**src/rtl/procyon_mhq_lu_mp.sv**
```systemverilog
// procyon_mhq_lu_mp: multi-port MHQ lookup stage; merges, allocates or retries each LSU lookup.
// Optional feature macro: PCYN_MHQ_LU_COALESCE_EN (merge same-cycle same-line misses into the lower port's new entry).
module procyon_mhq_lu_mp #(
    parameter int OPTN_DATA_WIDTH     = 32,
    parameter int OPTN_ADDR_WIDTH     = 32,
    parameter int OPTN_MHQ_DEPTH      = 8,
    parameter int OPTN_DC_LINE_SIZE   = 32,
    parameter int OPTN_MHQ_LU_PORTS   = 2,
    parameter int PCYN_LSU_FUNC_WIDTH = 4,
    localparam int LU_PORTS        = OPTN_MHQ_LU_PORTS,
    localparam int MHQ_IDX_WIDTH   = $clog2(OPTN_MHQ_DEPTH),
    localparam int DC_OFFSET_WIDTH = $clog2(OPTN_DC_LINE_SIZE),
    localparam int WORD_SIZE       = OPTN_DATA_WIDTH / 8,
    localparam int LA_WIDTH        = OPTN_ADDR_WIDTH - DC_OFFSET_WIDTH,
    localparam int CNT_WIDTH       = $clog2(OPTN_MHQ_LU_PORTS + 1)
) (
    input  logic                           clk,
    input  logic                           n_rst,
    input  logic [MHQ_IDX_WIDTH:0]         i_mhq_tail_next,
    input  logic [MHQ_IDX_WIDTH:0]         i_mhq_head_next,
    input  logic                           i_mhq_entry_valid     [OPTN_MHQ_DEPTH],
    input  logic [LA_WIDTH-1:0]            i_mhq_entry_addr      [OPTN_MHQ_DEPTH],
    input  logic                           i_mhq_ex_bypass_en    [LU_PORTS],
    input  logic                           i_mhq_ex_bypass_we    [LU_PORTS],
    input  logic                           i_mhq_ex_bypass_match [LU_PORTS],
    input  logic [LA_WIDTH-1:0]            i_mhq_ex_bypass_addr  [LU_PORTS],
    input  logic [MHQ_IDX_WIDTH-1:0]       i_mhq_ex_bypass_tag   [LU_PORTS],
    input  logic                           i_mhq_lookup_valid    [LU_PORTS],
    input  logic                           i_mhq_lookup_dc_hit   [LU_PORTS],
    input  logic                           i_mhq_lookup_we       [LU_PORTS],
    input  logic [OPTN_ADDR_WIDTH-1:0]     i_mhq_lookup_addr     [LU_PORTS],
    input  logic [PCYN_LSU_FUNC_WIDTH-1:0] i_mhq_lookup_lsu_func [LU_PORTS],
    input  logic [OPTN_DATA_WIDTH-1:0]     i_mhq_lookup_data     [LU_PORTS],
    input  logic                           i_ccu_done,
    input  logic [OPTN_ADDR_WIDTH-1:0]     i_ccu_addr,
    output logic                           o_mhq_lu_en           [LU_PORTS],
    output logic                           o_mhq_lu_we           [LU_PORTS],
    output logic                           o_mhq_lu_match        [LU_PORTS],
    output logic                           o_mhq_lu_retry        [LU_PORTS],
    output logic [DC_OFFSET_WIDTH-1:0]     o_mhq_lu_offset       [LU_PORTS],
    output logic [OPTN_DATA_WIDTH-1:0]     o_mhq_lu_wr_data      [LU_PORTS],
    output logic [WORD_SIZE-1:0]           o_mhq_lu_byte_select  [LU_PORTS],
    output logic [MHQ_IDX_WIDTH-1:0]       o_mhq_lu_tag          [LU_PORTS],
    output logic [LA_WIDTH-1:0]            o_mhq_lu_addr         [LU_PORTS],
    output logic [CNT_WIDTH-1:0]           o_mhq_lu_alloc_cnt
);

    localparam int BS_SHIFT_WIDTH = $clog2(WORD_SIZE);

    localparam logic [PCYN_LSU_FUNC_WIDTH-1:0] LSU_FUNC_SB   = PCYN_LSU_FUNC_WIDTH'(5);
    localparam logic [PCYN_LSU_FUNC_WIDTH-1:0] LSU_FUNC_SH   = PCYN_LSU_FUNC_WIDTH'(6);
    localparam logic [PCYN_LSU_FUNC_WIDTH-1:0] LSU_FUNC_SW   = PCYN_LSU_FUNC_WIDTH'(7);
    localparam logic [PCYN_LSU_FUNC_WIDTH-1:0] LSU_FUNC_FILL = PCYN_LSU_FUNC_WIDTH'(8);

    logic [LA_WIDTH-1:0]        lu_line   [LU_PORTS];
    logic                       lu_fill   [LU_PORTS];
    logic                       ex_hit    [LU_PORTS];
    logic [MHQ_IDX_WIDTH-1:0]   ex_tag    [LU_PORTS];
    logic                       q_hit     [LU_PORTS];
    logic [MHQ_IDX_WIDTH-1:0]   q_tag     [LU_PORTS];
    logic [WORD_SIZE-1:0]       bs_mask   [LU_PORTS];
    logic                       port_hit  [LU_PORTS];
    logic [MHQ_IDX_WIDTH-1:0]   port_tag  [LU_PORTS];
    logic                       merge_hit [LU_PORTS];
    logic [MHQ_IDX_WIDTH-1:0]   merge_tag [LU_PORTS];
    logic                       conflict  [LU_PORTS];
    logic                       alloc     [LU_PORTS];
    logic [MHQ_IDX_WIDTH-1:0]   alloc_tag [LU_PORTS];
    logic [MHQ_IDX_WIDTH:0]     occ;
    logic [MHQ_IDX_WIDTH:0]     free;
    logic [CNT_WIDTH-1:0]       alloc_k;

    logic                       lu_en_d          [LU_PORTS];
    logic                       lu_we_d          [LU_PORTS];
    logic                       lu_match_d       [LU_PORTS];
    logic                       lu_retry_d       [LU_PORTS];
    logic [DC_OFFSET_WIDTH-1:0] lu_offset_d      [LU_PORTS];
    logic [OPTN_DATA_WIDTH-1:0] lu_wr_data_d     [LU_PORTS];
    logic [WORD_SIZE-1:0]       lu_byte_select_d [LU_PORTS];
    logic [MHQ_IDX_WIDTH-1:0]   lu_tag_d         [LU_PORTS];
    logic [LA_WIDTH-1:0]        lu_addr_d        [LU_PORTS];
    logic [CNT_WIDTH-1:0]       alloc_cnt_d;

    logic                       lu_en_q          [LU_PORTS];
    logic                       lu_we_q          [LU_PORTS];
    logic                       lu_match_q       [LU_PORTS];
    logic                       lu_retry_q       [LU_PORTS];
    logic [DC_OFFSET_WIDTH-1:0] lu_offset_q      [LU_PORTS];
    logic [OPTN_DATA_WIDTH-1:0] lu_wr_data_q     [LU_PORTS];
    logic [WORD_SIZE-1:0]       lu_byte_select_q [LU_PORTS];
    logic [MHQ_IDX_WIDTH-1:0]   lu_tag_q         [LU_PORTS];
    logic [LA_WIDTH-1:0]        lu_addr_q        [LU_PORTS];
    logic [CNT_WIDTH-1:0]       alloc_cnt_q;

    always_comb begin
        occ  = i_mhq_tail_next - i_mhq_head_next;
        free = (MHQ_IDX_WIDTH+1)'(OPTN_MHQ_DEPTH) - occ;
    end

    // Per-port lookups that do not depend on other ports' decisions
    always_comb begin
        for (int p = 0; p < LU_PORTS; p++) begin
            lu_line[p]      = i_mhq_lookup_addr[p][OPTN_ADDR_WIDTH-1:DC_OFFSET_WIDTH];
            lu_fill[p]      = (i_mhq_lookup_lsu_func[p] == LSU_FUNC_FILL);
            lu_we_d[p]      = i_mhq_lookup_we[p];
            lu_offset_d[p]  = i_mhq_lookup_addr[p][DC_OFFSET_WIDTH-1:0];
            lu_wr_data_d[p] = i_mhq_lookup_data[p];
            lu_addr_d[p]    = lu_line[p];

            // Descending scans so the lowest matching index is the last one written
            ex_hit[p] = 1'b0;
            ex_tag[p] = '0;
            for (int q = LU_PORTS-1; q >= 0; q--) begin
                if ((i_mhq_ex_bypass_en[q] | (i_mhq_ex_bypass_we[q] & i_mhq_ex_bypass_match[q])) &&
                    (i_mhq_ex_bypass_addr[q] == lu_line[p])) begin
                    ex_hit[p] = 1'b1;
                    ex_tag[p] = i_mhq_ex_bypass_tag[q];
                end
            end

            q_hit[p] = 1'b0;
            q_tag[p] = '0;
            for (int e = OPTN_MHQ_DEPTH-1; e >= 0; e--) begin
                if (i_mhq_entry_valid[e] && (i_mhq_entry_addr[e] == lu_line[p])) begin
                    q_hit[p] = 1'b1;
                    q_tag[p] = MHQ_IDX_WIDTH'(e);
                end
            end

            case (i_mhq_lookup_lsu_func[p])
                LSU_FUNC_SB: bs_mask[p] = WORD_SIZE'(1);
                LSU_FUNC_SH: bs_mask[p] = WORD_SIZE'(3);
                LSU_FUNC_SW: bs_mask[p] = WORD_SIZE'(15);
                default:     bs_mask[p] = '0;
            endcase
            lu_byte_select_d[p] = bs_mask[p] << i_mhq_lookup_addr[p][BS_SHIFT_WIDTH-1:0];
        end
    end

    // Sequential priority walk: each port sees the allocations of all lower ports
    always_comb begin
        alloc_k = '0;
        for (int p = 0; p < LU_PORTS; p++) begin
            alloc[p]     = 1'b0;
            alloc_tag[p] = '0;
            port_hit[p]  = 1'b0;
            port_tag[p]  = '0;
            for (int j = 0; j < p; j++) begin
                if (!port_hit[p] && alloc[j] && (lu_line[j] == lu_line[p])) begin
                    port_hit[p] = 1'b1;
                    port_tag[p] = alloc_tag[j];
                end
            end

`ifdef PCYN_MHQ_LU_COALESCE_EN
            conflict[p]  = 1'b0;
            merge_hit[p] = ex_hit[p] | q_hit[p] | port_hit[p];
`else
            conflict[p]  = port_hit[p];
            merge_hit[p] = ex_hit[p] | q_hit[p];
`endif
            if (ex_hit[p])     merge_tag[p] = ex_tag[p];
            else if (q_hit[p]) merge_tag[p] = q_tag[p];
            else               merge_tag[p] = port_tag[p];

            lu_match_d[p] = i_mhq_lookup_valid[p] & merge_hit[p];
            lu_retry_d[p] = i_mhq_lookup_valid[p] & i_ccu_done & (i_ccu_addr == i_mhq_lookup_addr[p]);
            lu_tag_d[p]   = lu_match_d[p] ? merge_tag[p] : '0;

            if (i_mhq_lookup_valid[p] && !i_mhq_lookup_dc_hit[p] && !lu_fill[p] &&
                !lu_match_d[p] && !lu_retry_d[p]) begin
                if (conflict[p] || (free <= (MHQ_IDX_WIDTH+1)'(alloc_k))) begin
                    lu_retry_d[p] = 1'b1;
                end else begin
                    alloc[p]     = 1'b1;
                    alloc_tag[p] = i_mhq_tail_next[MHQ_IDX_WIDTH-1:0] + MHQ_IDX_WIDTH'(alloc_k);
                    lu_tag_d[p]  = alloc_tag[p];
                    alloc_k      = alloc_k + CNT_WIDTH'(1);
                end
            end

            lu_en_d[p] = i_mhq_lookup_valid[p] & ~i_mhq_lookup_dc_hit[p] & ~lu_fill[p] & ~lu_retry_d[p];
        end
        alloc_cnt_d = alloc_k;
    end

    always_ff @(posedge clk or negedge n_rst) begin
        if (!n_rst) begin
            lu_en_q          <= '{default: '0};
            lu_we_q          <= '{default: '0};
            lu_match_q       <= '{default: '0};
            lu_retry_q       <= '{default: '0};
            lu_offset_q      <= '{default: '0};
            lu_wr_data_q     <= '{default: '0};
            lu_byte_select_q <= '{default: '0};
            lu_tag_q         <= '{default: '0};
            lu_addr_q        <= '{default: '0};
            alloc_cnt_q      <= '0;
        end else begin
            lu_en_q          <= lu_en_d;
            lu_we_q          <= lu_we_d;
            lu_match_q       <= lu_match_d;
            lu_retry_q       <= lu_retry_d;
            lu_offset_q      <= lu_offset_d;
            lu_wr_data_q     <= lu_wr_data_d;
            lu_byte_select_q <= lu_byte_select_d;
            lu_tag_q         <= lu_tag_d;
            lu_addr_q        <= lu_addr_d;
            alloc_cnt_q      <= alloc_cnt_d;
        end
    end

    assign o_mhq_lu_en          = lu_en_q;
    assign o_mhq_lu_we          = lu_we_q;
    assign o_mhq_lu_match       = lu_match_q;
    assign o_mhq_lu_retry       = lu_retry_q;
    assign o_mhq_lu_offset      = lu_offset_q;
    assign o_mhq_lu_wr_data     = lu_wr_data_q;
    assign o_mhq_lu_byte_select = lu_byte_select_q;
    assign o_mhq_lu_tag         = lu_tag_q;
    assign o_mhq_lu_addr        = lu_addr_q;
    assign o_mhq_lu_alloc_cnt   = alloc_cnt_q;

endmodule

```
**config.mk**
```make
export PLATFORM = sky130hd
export DESIGN_NAME = procyon_mhq_lu_mp
export DESIGN_NICKNAME = d
export VERILOG_FILES = /design/src/rtl/procyon_mhq_lu_mp.sv
export SDC_FILE = /design/constraint.sdc
export NUM_CORES = 1
export LEC_CHECK = 0
export BUFFER_PORTS_ARGS = -buffer_cell sky130_fd_sc_hd__buf_2
export CELL_PAD_IN_SITES_DETAIL_PLACEMENT = 1
export CELL_PAD_IN_SITES_GLOBAL_PLACEMENT = 2
export CORE_AREA = 2 2 247 249
export CTS_CLUSTER_SIZE = 25
export DETAILED_ROUTE_END_ITERATION = 7
export DIE_AREA = 0 0 249 251
export PLACE_DENSITY_LB_ADDON = 0.1
export SETUP_SLACK_MARGIN = 0.3
export SYNTH_ARGS = -nofsm -noshare
export SYNTH_HDL_FRONTEND = slang
export SYNTH_SLANG_ARGS = --single-unit
```
**constraint.sdc**
```tcl
create_clock -name clk -period 0.8 [get_ports clk]
set_clock_uncertainty 0.15 [all_clocks]
set_input_delay 0 -clock clk [delete_from_list [all_inputs] [get_ports clk]]
set_output_delay 0 -clock clk [all_outputs]
set_load 0.01 [all_outputs]
```
==> impl_metrics.tcl <==
set metrics [dict create \
    cts_buffer_depth 2 \
    first_global_vias 16068 \
    fin_cells 3222 \
    wire_per_inst_um 29.10 \
    io_pins 627 \
    wl_met2_um 46690 \
    dr_wl_met3_um 4678 \
    drt_iter0_drc 751 \
    place_hpwl_um 78540 \
    synth-seq-cells 152 \
    grt_pass1_wl_um 126900 \
    drc 0 \
    hold_path_class "input port to asynchronous set/reset pin" \
    p_leak_uw 0.01055 \
    final_core_util_pct 38.67 \
    finalSetupViolations 166 \
    cts_tree "yes" \
    synthArstFlopShare_pct 100.0 \
    num-fill-cells 6946 \
    final_cell_mix "buf_2 (561), buf_4 (473), xnor2_1 (407)" \
    die_h_um 251 \
    max_cap_viol_count 0 \
    gp_congestion 0.9141 \
    worstPathArrival_ns 2.89 \
    vias 14474 \
    dr.pass1.iters 5 \
    regArea_sq_mm 0.003804 \
    status "complete, but fails checks" \
    peakVddDrop_v 0.001319 \
    syn-num-nets 1677 \
    cts.reportedPaths.clkPinSlew_ns 0.08 \
    row_count 90 \
    fmax_ghz 0.3753 \
    grt_max_degree 51 \
    overflow 0 \
    fin_crit_ns 2.665 \
    min_period_over_period_pct 333.1 \
    ys_types 59 \
    met1_length_um 39530 \
    initial_core_util_pct 20.00 \
    cts_sinks 152 \
    cellPowerDensity_mw_per_mm2 1205 \
    io_buffers 626 \
    synth-edff-count 0 \
    syn_inst 1193 \
    cts_hold_buf 86 \
    nets 2902 \
    top_layer_used "met5" \
    dpl.cell_count 3069 \
    drt-vias-per-instance 4.492 \
    path_max_fanout 2 \
    hold_slack_ns -0.6312 \
    worstSetupEndpointType "register" \
    syn_area_sq_mm 0.01196 \
    slew_viol_final 0 \
    multi_input_area_sq_mm 0.008243 \
    layout.cells.most_common "buf_2" \
    ys_seq_area_share_pct 31.81 \
    antenna_left 0 \
    worstPathRequired_ns 1.02 \
    yosysWarningCount 0 \
    h-tree-depth 4 \
    layout_setup_ws_ns -1.865 \
    die_w_um 249 \
    wl_um 93770 \
    start_kind "input port" \
    ys.flop_type "dfrtp_1" \
    slew-limit-headroom_pct 65.09 \
    synth_area_per_cell_sq_um 10.02 \
    crit_type "input port to register" \
    final_hold_viol_count 223 \
    cts-root-buf "clkbuf_16" \
    violations "hold timing, setup timing" \
    antenna_found_initial 21 \
    syn_to_final_growth_pct 93.36 \
    rsz0062_at_grt "yes" \
    die_area_sq_mm 0.06250 \
    worst_pin_slew_ns 0.5188 \
    core-area_sq_mm 0.05979 \
    drive_above_1_share_pct 53.31 \
    cts-buffers-inserted 17 \
    grtUsageTotal_pct 29.58 \
]
-- kinds of logic after synthesis --
family	count (synthesis)	share of synthesized area, %
XOR/XNOR	633	46.43
flip-flops	152	31.81
AND/OR/NAND/NOR	275	14.43
multiplexers	4	0.3976
adder cells (fa/ha/maj)	9	1.005
buffers and inverters	70	2.961
AO/OA/AOI/OAI	50	2.972
-- worst paths after layout --
kind / start / endpoint / slack, ns / depth (start not counted)
max in group asynchronous: n_rst / o_mhq_lu_addr[40]$_DFF_PN0_ / 0.82 / 2
min in group clk: i_mhq_lookup_addr[26] / o_mhq_lu_addr[21]$_DFF_PN0_ / -0.38 / 1
worst min-delay path: n_rst / o_mhq_lu_wr_data[39]$_DFF_PN0_ / -0.63 / 2
worst max-delay path: i_mhq_tail_next[1] / o_mhq_lu_alloc_cnt[0]$_DFF_PN0_ / -1.86 / 17
-- layout make-up --
cell class	count	share of cell area (%)
inverter	14	0.2814
sequential	152	16.45
timing repair buffer	1262	40.78
multi-input combinational	971	35.65
antenna	9	0.09741
tap	782	4.232
clock inverter	15	0.6710
clock buffer	17	1.840
-- worst max-delay path, cell delays in order --
cell and delay, ns:
buf_12 0.09, inv_12 0.03, ha_4 0.26, ha_4 0.12
inv_2 0.03, fa_2 0.34, xnor2_2 0.16, xnor2_2 0.15
nor3b_2 0.22, and2_4 0.17, nand3b_1 0.17, nor3_4 0.05
ha_1 0.27, o21a_1 0.19, a21oi_2 0.13, ha_1 0.25
mux2_4 0.25
-- synthesized netlist by cell type (all sizes together) (2+ instances only) --
cell    number  share of area (%)
o21ai        9               0.38
and3         2               0.10
a22oi        3               0.19
nor3b        3               0.19
a311oi       2               0.15
o21a         5               0.31
xor2       212                 16
ha           8               0.84
a21oi       13               0.54
or4          3               0.19
nand2b       5               0.26
dfrtp      152                 32
nand3        6               0.25
nand2       16               0.50
a31o         3               0.22
xnor2      421                 31
clkbuf       2              0.063
nor4        76                4.4
and4         3               0.22
nand4b       2               0.15
o211ai       2               0.13
a211oi       2               0.17
buf         54                2.5
nand4      125                6.5
nor3        11               0.46
and2         6               0.33
mux2         3               0.31
nor2         9               0.28
inv         14               0.44
nand3b       3               0.19
-- per-stage QoR --
stage / area [sq um] / setup TNS, ns / total power [uW] / worst slack, ns
2_1_floorplan: 12080 / -21.56 / 12170 / -2.353
3_3_place_gp: 20540 / -29.46 / 18820 / -2.496
3_5_place_dp: 20540 / -29.24 / 18880 / -2.470
4_1_cts: 22760 / -77.75 / 28000 / -1.835
5_1_grt: 23110 / -77.54 / 29120 / -1.981
6_report: 23120 / -69.74 / 27860 / -1.865
-- sequential cells by signal, indices dropped and copies added (netlist names) --
register              cells
o_mhq_lu_en               2
o_mhq_lu_alloc_cnt        2
o_mhq_lu_wr_data         64
o_mhq_lu_we               2
o_mhq_lu_retry            2
o_mhq_lu_match            2
o_mhq_lu_byte_select      8
o_mhq_lu_tag              6
o_mhq_lu_offset          10
o_mhq_lu_addr            54
-- where the power goes --
part	switching, uW	internal, uW
Clock	3960	4140
Combinational	5750	5810
Sequential	136	8060
Total	9850	18000
-- per-layer routing --
| layer | global-route usage (%) | up-vias |
|---|---|---|
| met5 | 0 | - |
| met4 | 9.264 | 8 |
| met3 | 4.732 | 135 |
| met2 | 52.61 | 583 |
| met1 | 36.50 | 7195 |
| li1 | - | 6553 |
-- what timing repair did --
item,CTS,global route
endpoints found under the setup margin,166,177
endpoints found under the hold margin,302,226
pin swaps,32,21
setup buffers,22,4
resized for setup,130,65
cloned,0,0
Power figures use the tool's default switching activity.
